<file path="config.mk">
export PLATFORM = sky130hd
export DESIGN_NAME = branch_predictor_flat
export DESIGN_NICKNAME = d
export VERILOG_FILES = /design/src/rtl/branch_predictor_if.sv /design/src/rtl/branch_predictor.sv /design/src/flat_wrapper.sv
export SDC_FILE = /design/constraint.sdc
export NUM_CORES = 2
export LEC_CHECK = 0
export BUFFER_PORTS_ARGS = -buffer_cell sky130_fd_sc_hd__buf_2
export CORE_ASPECT_RATIO = 0.75
export CORE_MARGIN = 2
export CORE_UTILIZATION = 60
export DETAILED_ROUTE_END_ITERATION = 8
export HOLD_SLACK_MARGIN = 0.06
export PLACE_DENSITY = 0.76
export SYNTH_ARGS = -nofsm -noshare
export SYNTH_HDL_FRONTEND = slang
export SYNTH_SLANG_ARGS = --single-unit
</file>
<file path="constraint.sdc">
create_clock -name clk -period 6.9 [get_ports clk]
set_input_delay 0 -clock clk [delete_from_list [all_inputs] [get_ports clk]]
set_output_delay 0 -clock clk [all_outputs]
set_load 0.02 [all_outputs]
</file>
<file path="src/rtl/branch_predictor_if.sv">
// Fetch-lookup, EX-update and statistics signals of the branch predictor.
// The core side drives through the master modport; the predictor uses slave.
interface branch_predictor_if;
   logic        rdy;
   logic [31:0] if_pc;
   logic        pred_taken;
   logic [31:0] pred_pc;
   logic        upd_valid;
   logic [31:0] upd_pc;
   logic        upd_taken;
   logic [31:0] upd_target;
   logic        upd_mispredict;
   logic [31:0] stat_branches;
   logic [31:0] stat_mispredicts;

   modport master (
      output rdy, if_pc, upd_valid, upd_pc, upd_taken, upd_target, upd_mispredict,
      input  pred_taken, pred_pc, stat_branches, stat_mispredicts
   );

   modport slave (
      input  rdy, if_pc, upd_valid, upd_pc, upd_taken, upd_target, upd_mispredict,
      output pred_taken, pred_pc, stat_branches, stat_mispredicts
   );
endinterface

</file>
<file path="src/rtl/branch_predictor.sv">
// Direct-mapped BTB with 2-bit saturating direction counters and zero-latency lookup.
// Define BP_STATS_EN to build the branch/mispredict statistics counters.
module branch_predictor #(
   parameter int INDEX_W = 6
) (
   input  logic               clk,
   input  logic               rst,
   branch_predictor_if.slave  bp
);
   localparam int ENTRIES = 1 << INDEX_W;
   localparam int TAG_W   = 30 - INDEX_W;

   typedef logic [TAG_W-1:0] tag_t;

   logic [ENTRIES-1:0] valid_q, valid_d;
   logic [1:0]         ctr_q    [ENTRIES];
   logic [1:0]         ctr_d    [ENTRIES];
   tag_t               tag_q    [ENTRIES];
   tag_t               tag_d    [ENTRIES];
   logic [31:0]        target_q [ENTRIES];
   logic [31:0]        target_d [ENTRIES];

   logic [INDEX_W-1:0] if_idx, upd_idx;
   tag_t               if_tag, upd_tag;
   logic               lookup_hit, upd_hit;
   logic [3:0]         unused_pc_bits;

   assign if_idx  = bp.if_pc[INDEX_W+1:2];
   assign if_tag  = bp.if_pc[31:INDEX_W+2];
   assign upd_idx = bp.upd_pc[INDEX_W+1:2];
   assign upd_tag = bp.upd_pc[31:INDEX_W+2];
   assign unused_pc_bits = {bp.if_pc[1:0], bp.upd_pc[1:0]};

   // Lookup reads only registered state, so a same-cycle update is seen next cycle.
   assign lookup_hit    = valid_q[if_idx] && (tag_q[if_idx] == if_tag);
   assign upd_hit       = valid_q[upd_idx] && (tag_q[upd_idx] == upd_tag);
   assign bp.pred_taken = lookup_hit && ctr_q[if_idx][1];
   assign bp.pred_pc    = bp.pred_taken ? target_q[if_idx] : bp.if_pc + 32'd4;

   always_comb begin
      // NOTE: every next-state variable gets a default first so no path leaves it unassigned (no latch).
      valid_d  = valid_q;
      ctr_d    = ctr_q;
      tag_d    = tag_q;
      target_d = target_q;
      if (bp.upd_valid) begin
         if (upd_hit) begin
            target_d[upd_idx] = bp.upd_target;
            if (bp.upd_taken) begin
               if (ctr_q[upd_idx] != 2'd3) ctr_d[upd_idx] = ctr_q[upd_idx] + 2'd1;
            end else begin
               if (ctr_q[upd_idx] != 2'd0) ctr_d[upd_idx] = ctr_q[upd_idx] - 2'd1;
            end
         end else if (bp.upd_taken) begin
            valid_d[upd_idx]  = 1'b1;
            tag_d[upd_idx]    = upd_tag;
            target_d[upd_idx] = bp.upd_target;
            ctr_d[upd_idx]    = 2'd2;
         end
      end
   end

   // NOTE: state flops use non-blocking assignments so every flop samples pre-edge values.
   always_ff @(posedge clk) begin
      if (!rst) begin
         valid_q <= '0;
         for (int i = 0; i < ENTRIES; i++) ctr_q[i] <= 2'd0;
      end else if (bp.rdy) begin
         valid_q <= valid_d;
         ctr_q   <= ctr_d;
      end
   end

   // NOTE: tag/target storage has no reset; the cleared valid bits make stale contents harmless.
   always_ff @(posedge clk) begin
      if (rst && bp.rdy) begin
         tag_q    <= tag_d;
         target_q <= target_d;
      end
   end

`ifdef BP_STATS_EN
   logic [31:0] stat_branches_q, stat_branches_d;
   logic [31:0] stat_mispredicts_q, stat_mispredicts_d;

   always_comb begin
      stat_branches_d    = stat_branches_q;
      stat_mispredicts_d = stat_mispredicts_q;
      if (bp.upd_valid) begin
         stat_branches_d = stat_branches_q + 32'd1;
         if (bp.upd_mispredict) stat_mispredicts_d = stat_mispredicts_q + 32'd1;
      end
   end

   always_ff @(posedge clk) begin
      if (!rst) begin
         stat_branches_q    <= '0;
         stat_mispredicts_q <= '0;
      end else if (bp.rdy) begin
         stat_branches_q    <= stat_branches_d;
         stat_mispredicts_q <= stat_mispredicts_d;
      end
   end

   assign bp.stat_branches    = stat_branches_q;
   assign bp.stat_mispredicts = stat_mispredicts_q;
`else
   logic unused_mispredict;

   assign unused_mispredict   = bp.upd_mispredict;
   assign bp.stat_branches    = 32'd0;
   assign bp.stat_mispredicts = 32'd0;
`endif

endmodule

</file>
<file path="src/flat_wrapper.sv">
// flat-port wrapper written by rule: the top's interface ports become plain ports
module branch_predictor_flat 
#(
   parameter int INDEX_W = 6
)
  (clk, rst, bp_rdy, bp_if_pc, bp_upd_valid, bp_upd_pc, bp_upd_taken, bp_upd_target, bp_upd_mispredict, bp_pred_taken, bp_pred_pc, bp_stat_branches, bp_stat_mispredicts);
  branch_predictor_if bp_i ();
  input  logic clk;
  input  logic rst;
  input wire logic [$bits(bp_i.rdy)-1:0] bp_rdy;
  input wire logic [$bits(bp_i.if_pc)-1:0] bp_if_pc;
  input wire logic [$bits(bp_i.upd_valid)-1:0] bp_upd_valid;
  input wire logic [$bits(bp_i.upd_pc)-1:0] bp_upd_pc;
  input wire logic [$bits(bp_i.upd_taken)-1:0] bp_upd_taken;
  input wire logic [$bits(bp_i.upd_target)-1:0] bp_upd_target;
  input wire logic [$bits(bp_i.upd_mispredict)-1:0] bp_upd_mispredict;
  output wire logic [$bits(bp_i.pred_taken)-1:0] bp_pred_taken;
  output wire logic [$bits(bp_i.pred_pc)-1:0] bp_pred_pc;
  output wire logic [$bits(bp_i.stat_branches)-1:0] bp_stat_branches;
  output wire logic [$bits(bp_i.stat_mispredicts)-1:0] bp_stat_mispredicts;
  assign bp_i.rdy = bp_rdy;
  assign bp_i.if_pc = bp_if_pc;
  assign bp_i.upd_valid = bp_upd_valid;
  assign bp_i.upd_pc = bp_upd_pc;
  assign bp_i.upd_taken = bp_upd_taken;
  assign bp_i.upd_target = bp_upd_target;
  assign bp_i.upd_mispredict = bp_upd_mispredict;
  assign bp_pred_taken = bp_i.pred_taken;
  assign bp_pred_pc = bp_i.pred_pc;
  assign bp_stat_branches = bp_i.stat_branches;
  assign bp_stat_mispredicts = bp_i.stat_mispredicts;
  branch_predictor #(.INDEX_W(INDEX_W)) u_core (.clk(clk), .rst(rst), .bp(bp_i));
endmodule
</file>
==> results_dict.tcl <==
set metrics [dict create \
    overflow 0 \
    synth_common_cells "3584 x edfxtp_1, 1331 x mux4_2, 364 x nor2_1" \
    die-area_mm2 0.273 \
    cts_sinks 3776 \
    critPathKind "reg2reg" \
    status "completed" \
    drt-vias-per-instance 7.67 \
    synth_area_mm2 0.161 \
    ys_ff_latch 3776 \
    drt_iter0_markers 18307 \
    fin_util_pct 67.8 \
    post_cts_buffers 0 \
    track_usage_pct 37.0 \
    grt_pass1_vias 92361 \
    startpoint_type "flip-flop" \
    wl_per_cell_um 40.8 \
    critPathRequiredTime_ns 7.69 \
    start_util_pct 60.5 \
    area.growth.synth_to_final_pct 12.1 \
    synth_cell_types 81 \
    nets 8626 \
    placed_cells 11674 \
    clk_path_buf_depth 4 \
    met2WireLength_mm 217 \
    fin_cells 12387 \
    p_leak_nw 57.1 \
    io_pins 199 \
    yosysTopAreaCell "edfxtp_1" \
    avgSynthCellArea_um2 19.7 \
    clock_latency_ns 0.93 \
    synth_edf_count 3584 \
    power.total_w 0.0480 \
    hold_viol 0 \
    setup_viol 0 \
    die_h_um 453 \
    power.density_mw_per_mm2 265 \
    synth.area.top_cells "edfxtp_1 67%, mux4_2 19%, dfxtp_1 2.4%" \
    holdCritPathClass "in2reg" \
    cp_data_arrival_time_ns 7.48 \
    fp.coreArea_mm2 0.267 \
    synth_flop_cell "edfxtp_1" \
    synth_warnings 0 \
    slew_headroom_pct 5.22 \
    syn_inst 8171 \
    vias 95061 \
    post-synth-top-count-cell "edfxtp_1" \
    antenna_found_initial 51 \
    tightest_slew_ns 1.42 \
    rsz0062_at_grt "false" \
    layout-drive-gt1-share_pct 30.4 \
    cts_tree "yes" \
    finalMaxSlewViolations 0 \
    wl_met3_mm 87.1 \
    max_stage_delay_ns 0.84 \
    ant_nets 0 \
    n_fill_cell 16253 \
    die_width_um 603 \
    end_kind "flip-flop" \
    worstPathCellList "mux2_2 > a221o_1 > a22oi_1 > o22ai_1 > or4_1 > a211oi_1 > nand4_1 > buf_4 > or4_1 > nor2_4 > buf_4 > nand4_2 > dlygate4sd3_1 > buf_4 > o211a_1 > dlygate4sd3_1" \
    synth_top_area_share_pct 66.7 \
    ir_worst_vdd_mv 0.208 \
    dr.pass1.iters 9 \
    rows 164 \
    finClkSkew_ns 0.0736 \
    min_period_over_period_pct 97.0 \
    fmax_ghz 0.149 \
    clk_pin_slew_ns 0.06 \
    grt_pass1_wl_mm 703 \
    drv_cap 0 \
    period_minus_slack_ns 6.69 \
    root_buffer "clkbuf_16" \
    async_flop_share_pct 0 \
    cts_buffers 352 \
    wl_mm 506 \
    post-route-drc-count 0 \
    crit_top_cell "buf_4" \
    path_max_fanout 64 \
    top_layer_used "met5" \
    h-tree-depth 5 \
    wl_met1_mm 172 \
    cp_slowest_cell "a211oi_1" \
    setup_tns_ns 0 \
    yosysSeqAreaShare_pct 69.1 \
    gp_congestion 0.945 \
    fin_hold_ws_ns 0.236 \
    portBuffers 131 \
    hpwl_mm 305 \
    grt_max_degree 132 \
]
-- per-layer routing --
layer | global-route usage (%) | vias up
li1 | - | 35249
met1 | 51.2 | 48872
met2 | 51.9 | 9273
met3 | 14.4 | 1627
met4 | 18.0 | 40
met5 | 0 | -
-- where the power goes --
| part | switching (W) | internal (W) |
|---|---|---|
| registers | 0.0000116 | 0.0251 |
| logic | 0.00219 | 0.00123 |
| clock network | 0.00856 | 0.0109 |
-- worst max-delay path: cells and delay by family (launching register included) --
kind	cells	cell delay, ns
multiplexers	1	0.28
buffers and inverters	5	2.04
AND/OR/NAND/NOR	5	1.85
flip-flops	1	0.39
AO/OA/AOI/OAI	5	1.99
-- state kept, by name, indices dropped and copies added, names as in the netlist --
| name | count |
|---|---|
| u_core.target_q | 2048 |
| u_core.tag_q | 1536 |
| u_core.ctr_q | 128 |
| u_core.valid_q | 64 |
-- cells by family (layout without fill, tap and decap cells) --
logic type | count (synthesis) | count (layout) | synth area share [%]
AOI/OAI and AO/OA | 959 | 959 | 4.51
adders and majority gates | 3 | 3 | 0.0233
xor gates and xnor gates | 70 | 70 | 0.380
other | 1 | 85 | 0.00232
DFF | 3776 | 3776 | 69.1
and+or+nand+nor | 921 | 921 | 2.60
muxes | 1755 | 1755 | 21.3
buffers and inverters | 686 | 1249 | 2.10
-- cell usage in the layout (no fill, tap or decap), drive strengths merged, types with 22 or more instances in the layout --
cell	count
xor2	25
mux2i	327
a22oi	175
a221o	90
clkinv	137
o211a	46
and3b	23
dfxtp	192
a221oi	119
nand2	304
edfxtp	3584
dlygate4sd3	62
nor2	365
conb	64
nand3	76
and3	23
a22o	26
o21ai	149
a31oi	30
clkbuf	440
bufinv	35
a21oi	114
o22ai	72
buf	551
o31ai	22
mux4	1331
xnor2	45
mux2	97
-- cell type report --
cell class                      count  area, µm²  area share, %
Sequential cell                  3776     111000           61.6
Multi-Input combinational cell   3772      47800           26.4
Tap cell                         3569       4470           2.47
Clock inverter                    190       1840           1.02
Timing Repair Buffer              613       5910           3.27
Clock buffer                      440       9330           5.16
Inverter                            6       28.8         0.0159
Antenna cell                       21       52.6         0.0290
-- through the flow --
step	setup slack, ns	cell area [µm²]
2_1_floorplan	1.97	162000
3_3_place_gp	0.698	169000
3_5_place_dp	0.705	169000
4_1_cts	0.637	181000
5_1_grt	0.260	181000
6_report	0.209	181000
-- final timing paths --
kind | startpoint | endpoint | slack, ns | cells after the start
setup / recovery | u_core.tag_q[846] | u_core.ctr_q[87] | 0.21 | 16
hold reg to reg | u_core.ctr_q[32] | u_core.ctr_q[32] | 0.46 | 2
setup reg to reg | u_core.tag_q[846] | u_core.ctr_q[87] | 0.21 | 16
hold / removal | bp_upd_pc[5] | u_core.ctr_q[90] | 0.24 | 4
-- what timing repair did --
item                                    CTS  global route
endpoints found under the hold margin  3795             0
hold buffers                             62             0
resized for setup                         0             0
(Power assumes the default switching activity.)
